File: config.mk
export PLATFORM = sky130hd
export DESIGN_NAME = generador_tablero
export DESIGN_NICKNAME = d
export VERILOG_FILES = /design/src/rtl/buscaminas_pkg.sv /design/src/rtl/lfsr_tablero.sv /design/src/rtl/generador_tablero.sv
export SDC_FILE = /design/constraint.sdc
export NUM_CORES = 1
export LEC_CHECK = 0
export ABC_AREA = 1
export BUFFER_PORTS_ARGS = -buffer_cell sky130_fd_sc_hd__buf_2
export CAP_MARGIN = 10
export CORE_MARGIN = 5
export CORE_UTILIZATION = 55
export CTS_BUF_LIST = sky130_fd_sc_hd__clkbuf_4 sky130_fd_sc_hd__clkbuf_8
export CTS_CLUSTER_DIAMETER = 120
export DETAILED_ROUTE_END_ITERATION = 7
export GPL_TIMING_DRIVEN = 1
export PLACE_DENSITY = 0.78
export SKIP_LAST_GASP = 1
export SLEW_MARGIN = 10
export SYNTH_ARGS = -nofsm -noshare
export SYNTH_HDL_FRONTEND = slang
export SYNTH_SLANG_ARGS = --single-unit
File: constraint.sdc
create_clock -name clk -period 17.61 [get_ports clk]
set_input_delay 1.761 -clock clk [delete_from_list [all_inputs] [get_ports clk]]
set_output_delay 1.761 -clock clk [all_outputs]
set_load 0.1 [all_outputs]
File: src/rtl/buscaminas_pkg.sv
// Shared definitions for the minesweeper board generator and game logic stage.
package buscaminas_pkg;

   typedef logic [3:0] cell_t;

   localparam cell_t      CELL_HIDDEN = 4'h0;
   localparam cell_t      CELL_BOMB   = 4'hB;
   localparam logic [7:0] LFSR_SEED   = 8'hA5;

   typedef enum logic [1:0] {
      IDLE  = 2'd0,
      CLEAR = 2'd1,
      PLACE = 2'd2,
      DONE  = 2'd3
   } state_t;

   // One Fibonacci step for x^8+x^6+x^5+x^4+1 (maximal length, never reaches 0 from a non-zero seed).
   function automatic logic [7:0] lfsr_next(input logic [7:0] cur);
      return {cur[6:0], cur[7] ^ cur[5] ^ cur[4] ^ cur[3]};
   endfunction

endpackage

File: src/rtl/lfsr_tablero.sv
// Free-running 8-bit LFSR that supplies candidate bomb positions.
module lfsr_tablero
   import buscaminas_pkg::*;
(
   input  logic       clk,
   input  logic       rst,
   output logic [7:0] q
);

   logic [7:0] lfsr_q;
   logic [7:0] lfsr_d;

   assign lfsr_d = lfsr_next(lfsr_q);
   assign q      = lfsr_q;

   // Advance every clock; reset reloads the seed.
   always_ff @(posedge clk or posedge rst) begin
      if (rst) lfsr_q <= LFSR_SEED;
      else     lfsr_q <= lfsr_d;
   end

endmodule

File: src/rtl/generador_tablero.sv
// Board generator: clears the 8x8 board, then scatters the requested number of
// bombs at pseudo-random positions, avoiding the player's first (safe) cell.
module generador_tablero
   import buscaminas_pkg::*;
(
   input  logic       clk,
   input  logic       rst,
   input  logic       start,
   input  logic [3:0] bombas,
   input  logic [2:0] safe_x,
   input  logic [2:0] safe_y,
   output logic [3:0] tablero [8][8],
   output logic       busy,
   output logic       done,
   output logic [3:0] bomb_count
);

   state_t     state_q, state_d;
   logic [3:0] target_q, target_d;
   logic [2:0] safe_x_q, safe_x_d;
   logic [2:0] safe_y_q, safe_y_d;
   logic [3:0] count_q, count_d;
   cell_t      tablero_q [8][8];
   cell_t      tablero_d [8][8];

   logic [7:0] lfsr_q;
   logic [1:0] lfsr_unused;
   logic [2:0] cand_x;
   logic [2:0] cand_y;
   logic       cand_ok;
   logic [3:0] count_inc;

   lfsr_tablero u_lfsr (
      .clk (clk),
      .rst (rst),
      .q   (lfsr_q)
   );

   // Only the low six bits form the cell index.
   assign lfsr_unused = lfsr_q[7:6];
   assign cand_x      = lfsr_q[5:3];
   assign cand_y      = lfsr_q[2:0];
   assign cand_ok     = (tablero_q[cand_x][cand_y] != CELL_BOMB) &&
                        !((cand_x == safe_x_q) && (cand_y == safe_y_q));
   assign count_inc   = count_q + 4'd1;

   // Outputs are decoded from registered state only.
   assign busy       = (state_q == CLEAR) || (state_q == PLACE);
   assign done       = (state_q == DONE);
   assign bomb_count = count_q;
   assign tablero    = tablero_q;

   // State register.
   always_ff @(posedge clk or posedge rst) begin
      if (rst) state_q <= IDLE;
      else     state_q <= state_d;
   end

   // Next state and next board contents.
   always_comb begin
      state_d   = state_q;
      target_d  = target_q;
      safe_x_d  = safe_x_q;
      safe_y_d  = safe_y_q;
      count_d   = count_q;
      tablero_d = tablero_q;
      case (state_q)
         IDLE, DONE: begin
            if (start) begin
               target_d = (bombas == 4'd0) ? 4'd1 : bombas;
               safe_x_d = safe_x;
               safe_y_d = safe_y;
               state_d  = CLEAR;
            end
         end
         CLEAR: begin
            for (int i = 0; i < 8; i++) begin
               for (int j = 0; j < 8; j++) begin
                  tablero_d[i][j] = CELL_HIDDEN;
               end
            end
            count_d = 4'd0;
            state_d = PLACE;
         end
         PLACE: begin
            // A rejected candidate simply waits for the next LFSR value.
            if (cand_ok) begin
               tablero_d[cand_x][cand_y] = CELL_BOMB;
               count_d                   = count_inc;
               if (count_inc == target_q) state_d = DONE;
            end
         end
         default: state_d = IDLE;
      endcase
   end

   // Datapath registers: request parameters, bomb counter and board.
   always_ff @(posedge clk or posedge rst) begin
      if (rst) begin
         target_q <= 4'd1;
         safe_x_q <= 3'd0;
         safe_y_q <= 3'd0;
         count_q  <= 4'd0;
         for (int i = 0; i < 8; i++) begin
            for (int j = 0; j < 8; j++) begin
               tablero_q[i][j] <= CELL_HIDDEN;
            end
         end
      end else begin
         target_q  <= target_d;
         safe_x_q  <= safe_x_d;
         safe_y_q  <= safe_y_d;
         count_q   <= count_d;
         tablero_q <= tablero_d;
      end
   end

endmodule
==> reports/summary.txt, run 1 <==
Crit start category - flop
Final GP Congestion - 1.01
Crit Path Category - reg -> reg
Worst Setup Slack, final - 11,980 ps
Combinational power share - 0.352
Fin. Hold Viols - 0
Reg power frac - 0.345
Clk_lat worst skew - 580 ps
Tmin final - 5630 ps
P_leak - 10.4 nW
#FFs+latches synth - 280
PortBufs - 274
Synthesis Warnings - 0
Total wire length - 60.7 mm
First-pass GRT wire length - 92.2 mm
Yosys top cell by area - dfrtp_1
Total number of vias - 17,900
Initial DRC Count - 2,412
Pre-CTS setup slack - 12,230 ps
Clk sink count - 280
Slew HR - 0.185
R2r setup slk - 11,980 ps
Total design power - 1.96 mW
PD cells - 104 nW/um^2
Ports - 275
Avg Inst Size Synth - 6.53 um^2
Worst IR drop on VDD - 351 uV
Netlist cell types - 28
CTS Buf Count - 49
Sw Pwr - 900 uW
Via-to-Cell Ratio - 5.67
H-tree depth - 2
WHS - 381 ps
Residual DRC - 0
Die width - 185 um
Largest net degree at the start of global routing - 153
Period utilization - 0.320
Post-DP HPWL - 41.2 mm
Skew final - 24.7 ps
CP Max Fanout - 152
Non-filler cells, final - 3,167
Mapped Cells - 2,567
Measured slew at the worst slew-check pin - 1220 ps
DRT antenna net count - 0
Layout cells sized above 1 - 0.140
Status - complete, no violations
RSZ-0062 raised after global routing - no
Final Slew Violations - 0
Clk buf depth - 3
Most common cell after layout, fill and taps aside - nand2_1
RR Endpoint - tablero[93]
Reg2reg path depth - 21
Top cell type's share of synthesized area - 0.411
CP Launch Point - u_lfsr.q[3]
Mapped Area - 16,800 um^2
Crit path DAT - 6120 ps
Final Cell Area - 18,800 um^2
Syn nets - 2,584
Core Util, Final - 0.620
CP endpoint kind - flop
CTS tree - yes
# setup viols final - 0
Dpl cells - 3,086
Pre-antenna DRT Iters - 6
Req. time, crit path - 18,100 ps
Initial Utilization - 0.552
Clock power frac - 0.303
Clock-pin transition on the worst setup and hold timing paths - 60 ps
FFs w/ async S/R, synth - 1.00
Final Net Count - 2,758
Total Die Area - 34,100 um^2
Root buffer cell - clkbuf_8
DP Area - 17,900 um^2
Worst r2r src - u_lfsr.q[3]
Commonest non-fill, non-tap cells in the layout - nand2_1, nand3_1, dfrtp_1, buf_2, nor2_1
Total gr overflow - 0
Cts hold-fix bufs - 0
Vias in the first global route - 16,300
Seq/Total Area, Yosys - 0.418
Initial antenna violation count - 0
Core area - 30,300 um^2
Routed WL per cell - 19.2 um
TNS Setup - 0 ps
Post-synth EDFFs - 0
Area contributors post-synth - dfrtp_1, nand2_1, nand3_1, nor2_1, inv_1
GRT Total Usage - 0.344
Final antenna diode count - 0
Resized Gates After CTS - 0
Critical path endpoint - tablero[93]
HP Class - reg -> reg
Max-cap violations - 0
Rows - 64
Top_reg_cell synth - dfrtp_1
Area growth syn-to-layout - 12.3%
Fmax - 178 MHz
Setup Fix Bufs, Post-CTS - 0
Die Y - 185 um
Internal power - 1.06 mW
Switching part of the total - 0.458
[synth_stat cells, types with 4 or more instances]
master	count
nand2_1	1029
dfrtp_1	275
xor2_1	5
buf_2	57
nor3b_1	4
o21ai_0	44
o211ai_1	13
nand3_1	305
inv_2	6
xnor2_1	8
buf_1	4
nand4_1	11
nor2_1	263
inv_1	242
dfstp_2	5
o21ai_1	25
clkbuf_1	75
ha_1	4
buf_4	5
buf_6	24
a21oi_1	119
nor3_1	34
[worst min path at each step]
| stage | slack, ps | cells past startpoint | from | end |
|---|---|---|---|---|
| after detailed placement | 340 | 0 | u_lfsr.q[6] | u_lfsr.q[7] |
| after CTS | 380 | 0 | u_lfsr.q[6] | u_lfsr.q[7] |
| after global routing | 380 | 0 | u_lfsr.q[6] | u_lfsr.q[7] |
| final | 380 | 0 | u_lfsr.q[6] | u_lfsr.q[7] |
| after floorplan | 330 | 0 | u_lfsr.q[6] | u_lfsr.q[7] |
| after global placement | 380 | 0 | u_lfsr.q[6] | u_lfsr.q[7] |
[final cells by class]
type	instances	area (um^2)
tap	396	495
inverter	250	956
sequential	280	7020
clock inverter	6	32.5
multi-input combinational	1872	7940
clock buffer	75	901
timing repair buffer	288	1480
fill	2921	11500
[metal layers]
layer	routed length [um]	share of wire	track usage
met1	24600	0.41	0.486
met2	26700	0.44	0.517
met3	6860	0.11	0.0825
met4	2470	0.041	0.131
met5	0	0	0
[critical path, cell delays in order (launching register included)]
cell	delay, ps
dfrtp_4	660
inv_2	90
buf_4	740
nand2_1	160
nand2_1	170
nand2_1	90
nand2_1	120
nand2_1	80
nand2_1	70
nand2_1	40
nand2_1	100
nor2_1	50
nand2_1	60
nand2_1	140
inv_1	80
nand2_1	50
nand2_1	140
nand2_8	340
nand2_8	820
buf_4	1030
nand2_1	190
nand2_1	130
[registers in the layout, summed over array words and instances, names as in the netlist]
| signal | cells |
|---|---|
| safe_x_q | 3 |
| bomb_count | 4 |
| safe_y_q | 3 |
| target_q | 4 |
| tablero | 256 |
| u_lfsr.q | 8 |
| state_q | 2 |
[cells by family (layout without fill, tap and decap cells)]
logic type,count (synthesis),after routing,share of synthesized area
adder cells (fa/ha/maj),4,4,0.00299
XOR/XNOR,13,13,0.00679
buffers and inverters,415,619,0.109
AO/OA/AOI/OAI,203,203,0.0627
AND/OR/NAND/NOR,1652,1652,0.400
flip-flops,280,280,0.418
[power by group through the flow]
stage                     clock [mW]  combinational (mW)  sequential, mW
final                          0.595               0.692           0.678
after global routing           0.627               0.732           0.679
after CTS                      0.597               0.672           0.677
after detailed placement           0               0.672           0.688
after global placement             0               0.673           0.688
after floorplan                    0               0.610           0.710
Power figures use the tool's default switching activity.
==> inputs of run 2 (changes only) <==
- ABC_AREA: 1 -> 0
- PLACE_DENSITY: 0.78 -> 0.8
- clock period: 17.61 -> 5.3 ns (I/O delays scaled with it)
==> run 2 against run 1 <==
  * Non-clock buffer count rose by 8
  * Worst setup slack got worse by 11000 ps
  * Utilization rose by 2.9 points
  * Count of clock-buffer cells in the layout fell by 11
  * Sequential share of layout area rose by 9.2 points
  * Total power rose to 2.7 times the previous value
  * Cell area fell by 20%
  * Critical path depth fell by 12
  * Sequential power rose to 3.3 times the previous value
  * Sequential cell count did not move
  * Via count fell by 36%
  * Synthesized cell count fell by 52%
==> reports/summary.txt, run 2 <==
Synth Area in Adders - 0.00389 (was 0.00299)
Netlist cell types - 70 (was 28)
Via-to-Cell Ratio - 6.31 (was 5.67)
Dpl cells - 1,733 (was 3,086)
Max-cap violations - 0 (unchanged)
Mux share of post-synthesis cell area - 0.0753 (was 0)
Clock-pin transition on the worst setup and hold timing paths - 70 ps (was 60 ps)
Area growth syn-to-layout - 17.5% (was 12.3%)
Fmax - 217 MHz (was 178 MHz)
Die width - 163 um (was 185 um)
Worst-path cell chain - clkinv_1 -> a221oi_1 -> o21a_1 -> o22ai_1 -> nor4_2 -> o31ai_4 -> buf_4 -> a2111oi_4 -> a21oi_1 (was inv_2 -> buf_4 -> nand2_1 -> nand2_1 -> nand2_1 -> nand2_1 -> nand2_1 -> nand2_1 -> nand2_1 -> nand2_1 -> nor2_1 -> nand2_1 -> nand2_1 -> inv_1 -> nand2_1 -> nand2_1 -> nand2_8 -> nand2_8 -> buf_4 -> nand2_1 -> nand2_1)
First-pass GRT wire length - 65.2 mm (was 92.2 mm)
Non-filler cells, final - 1,810 (was 3,167)
Max stage delay on crit path - 940 ps (was 1030 ps)
Total wire length - 43.2 mm (was 60.7 mm)
Avg Inst Size Synth - 10.4 um^2 (was 6.53 um^2)
Final Slew Violations - 0 (unchanged)
Initial antenna violation count - 0 (unchanged)
GRT Total Usage - 0.319 (was 0.344)
Die Y - 163 um (was 185 um)
Vias in the first global route - 10,900 (was 16,300)
Core Util, Final - 0.649 (was 0.620)
Initial Utilization - 0.553 (was 0.552)
Final antenna diode count - 0 (unchanged)
WHS - 148 ps (was 381 ps)
H-tree depth - 2 (unchanged)
Top cell type's share of synthesized area - 0.535 (was 0.411)
Cts hold-fix bufs - 0 (unchanged)
HP Class - in -> async (was reg -> reg)
Root buffer cell - clkbuf_8 (unchanged)
Initial DRC Count - 1,390 (was 2,412)
Measured slew at the worst slew-check pin - 1050 ps (was 1220 ps)
Worst r2r src - u_lfsr.q[5] (was u_lfsr.q[3])
Total gr overflow - 0 (unchanged)
Status - complete, no violations (unchanged)
Post-DP HPWL - 28.6 mm (was 41.2 mm)
PD cells - 357 nW/um^2 (was 104 nW/um^2)
Residual DRC - 0 (unchanged)
Most common cell after layout, fill and taps aside - buf_2 (was nand2_1)
CTS tree - yes (unchanged)
Number of fill cells in the layout - 1,856 (was 2,921)
Pre-CTS setup slack - 947 ps (was 12,230 ps)
Total Die Area - 26,500 um^2 (was 34,100 um^2)
Simple-Gate Fraction of Synth Area - 0.130 (was 0.400)
PortBufs - 274 (unchanged)
CP endpoint kind - flop (unchanged)
RSZ-0062 raised after global routing - no (unchanged)
Total number of vias - 11,400 (was 17,900)
Compound-gate portion of the synthesized area - 0.184 (was 0.0627)
Req. time, crit path - 5690 ps (was 18,100 ps)
Crit start category - flop (unchanged)
Register area - 7020 um^2 (about the same)
Commonest non-fill, non-tap cells in the layout - buf_2, nand2_1, dfrtp_1 (was nand2_1, nand3_1, dfrtp_1, buf_2, nor2_1)
Crit path DAT - 5010 ps (was 6120 ps)
Period utilization - 0.871 (was 0.320)
Top_reg_cell synth - dfrtp_1 (unchanged)
Tmin final - 4620 ps (was 5630 ps)
Seq/Total Area, Yosys - 0.546 (was 0.418)
Crit Path Category - reg -> reg (unchanged)
Rows - 56 (was 64)
Slew HR - 0.298 (was 0.185)
FFs w/ async S/R, synth - 1.00 (unchanged)
Resized Gates After CTS - 0 (unchanged)
Top-count cell post-synth - dfrtp_1 (was nand2_1)
Ports - 275 (unchanged)
Largest net degree at the start of global routing - 153 (unchanged)
Synth Area in XOR/XNOR - 0.00954 (was 0.00679)
Main combinational cell family by area after synthesis - compound AO/OA/AOI/OAI gates (was simple AND/OR/NAND/NOR gates)
Skew final - 37.6 ps (was 24.7 ps)
Clk sink count - 280 (unchanged)
P_leak - 7.32 nW (was 10.4 nW)
Synth cell count leaders - dfrtp_1, nand2_1, o21ai_1 (was nand2_1, nand3_1, dfrtp_1)
Syn nets - 1,251 (was 2,584)
Largest register FFs - 256 (unchanged)
Yosys top cell by area - dfrtp_1 (unchanged)
CP Max Fanout - 28 (was 152)
CTS Buf Count - 45 (was 49)
Mapped Cells - 1,234 (was 2,567)
Worst Setup Slack, final - 684 ps (was 11,980 ps)
#FFs+latches synth - 280 (unchanged)
Final GP Congestion - 0.936 (was 1.01)
Clk_lat worst skew - 580 ps (about the same)
Core area - 23,300 um^2 (was 30,300 um^2)
Synthesis Warnings - 0 (unchanged)
Mapped Area - 12,900 um^2 (was 16,800 um^2)
DRT antenna net count - 0 (unchanged)
Area contributors post-synth - dfrtp_1, nand2_1, mux4_2, o21ai_1, o21ai_0 (was dfrtp_1, nand2_1, nand3_1, nor2_1, inv_1)
Routed WL per cell - 23.9 um (was 19.2 um)
Worst IR drop on VDD - 481 uV (was 351 uV)
Clk buf depth - 3 (unchanged)
Post-synth EDFFs - 0 (unchanged)
Pre-antenna DRT Iters - 6 (unchanged)
Layout cells sized above 1 - 0.311 (was 0.140)
Setup Fix Bufs, Post-CTS - 0 (unchanged)
# setup viols final - 0 (unchanged)
CP Launch Point - u_lfsr.q[5] (was u_lfsr.q[3])
TNS Setup - 0 ps (unchanged)
Final Net Count - 1,478 (was 2,758)
Crit-path slowest cell - dfstp_2 (was buf_4)
Multi-input logic area - 5180 um^2 (was 7940 um^2)
Fin. Hold Viols - 0 (unchanged)
## run 2: cell families after synthesis
group,after synthesis
and+or+nand+nor,367
adders and majority gates,4
AOI/OAI and AO/OA,380
muxes,63
DFF,280
xor gates and xnor gates,14
buffers and inverters,126
## run 2: final timing paths
| kind | to | slack (ps) | depth (start not counted) |
|---|---|---|---|
| min reg2reg | u_lfsr.q[7] | 370 | 0 |
| max | tablero[194] | 680 | 9 |
| max reg2reg | tablero[194] | 680 | 9 |
| min in group clk | safe_y_q[1] | 210 | 2 |
| max in group asynchronous | tablero[175] | 3640 | 4 |
| min | tablero[46] | 150 | 3 |
## run 2: critical path: cells and delay by family, from the launching register on
kind                   cells  cell delay, ps
AO/OA/AOI/OAI              6            1900
buffers and inverters      2            1090
flip-flops                 1             940
AND/OR/NAND/NOR            1             500
## run 2: layer usage
layer / vias to the layer above / global-route usage / part of all wire
met5: - / 0 / 0
li1: 4840 / - / -
met3: 128 / 0.100 / 0.14
met1: 5569 / 0.437 / 0.37
met4: 0 / 0.119 / 0.035
met2: 892 / 0.482 / 0.45
## run 2: power by group
part	internal [mW]	switching [mW]	total [mW]
logic	0.229	1.05	1.28
registers	2.20	0.0517	2.25
clock network	0.988	0.871	1.86
total	3.42	1.98	5.40
## run 2: per-stage QoR
| step | power [mW] | area, um^2 |
|---|---|---|
| after global placement | 3.53 | 14200 |
| final | 5.40 | 15100 |
| after global routing | 5.59 | 15100 |
| after floorplan | 3.32 | 12900 |
| after detailed placement | 3.55 | 14200 |
| after CTS | 5.38 | 15100 |
## run 2: cell type report
| cell class | instances | area share |
|---|---|---|
| clock buffer | 64 | 0.0538 |
| clock inverter | 13 | 0.00489 |
| timing repair buffer | 296 | 0.104 |
| tap | 319 | 0.0264 |
| sequential | 280 | 0.465 |
| multi-input combinational | 828 | 0.343 |
| inverter | 10 | 0.00273 |
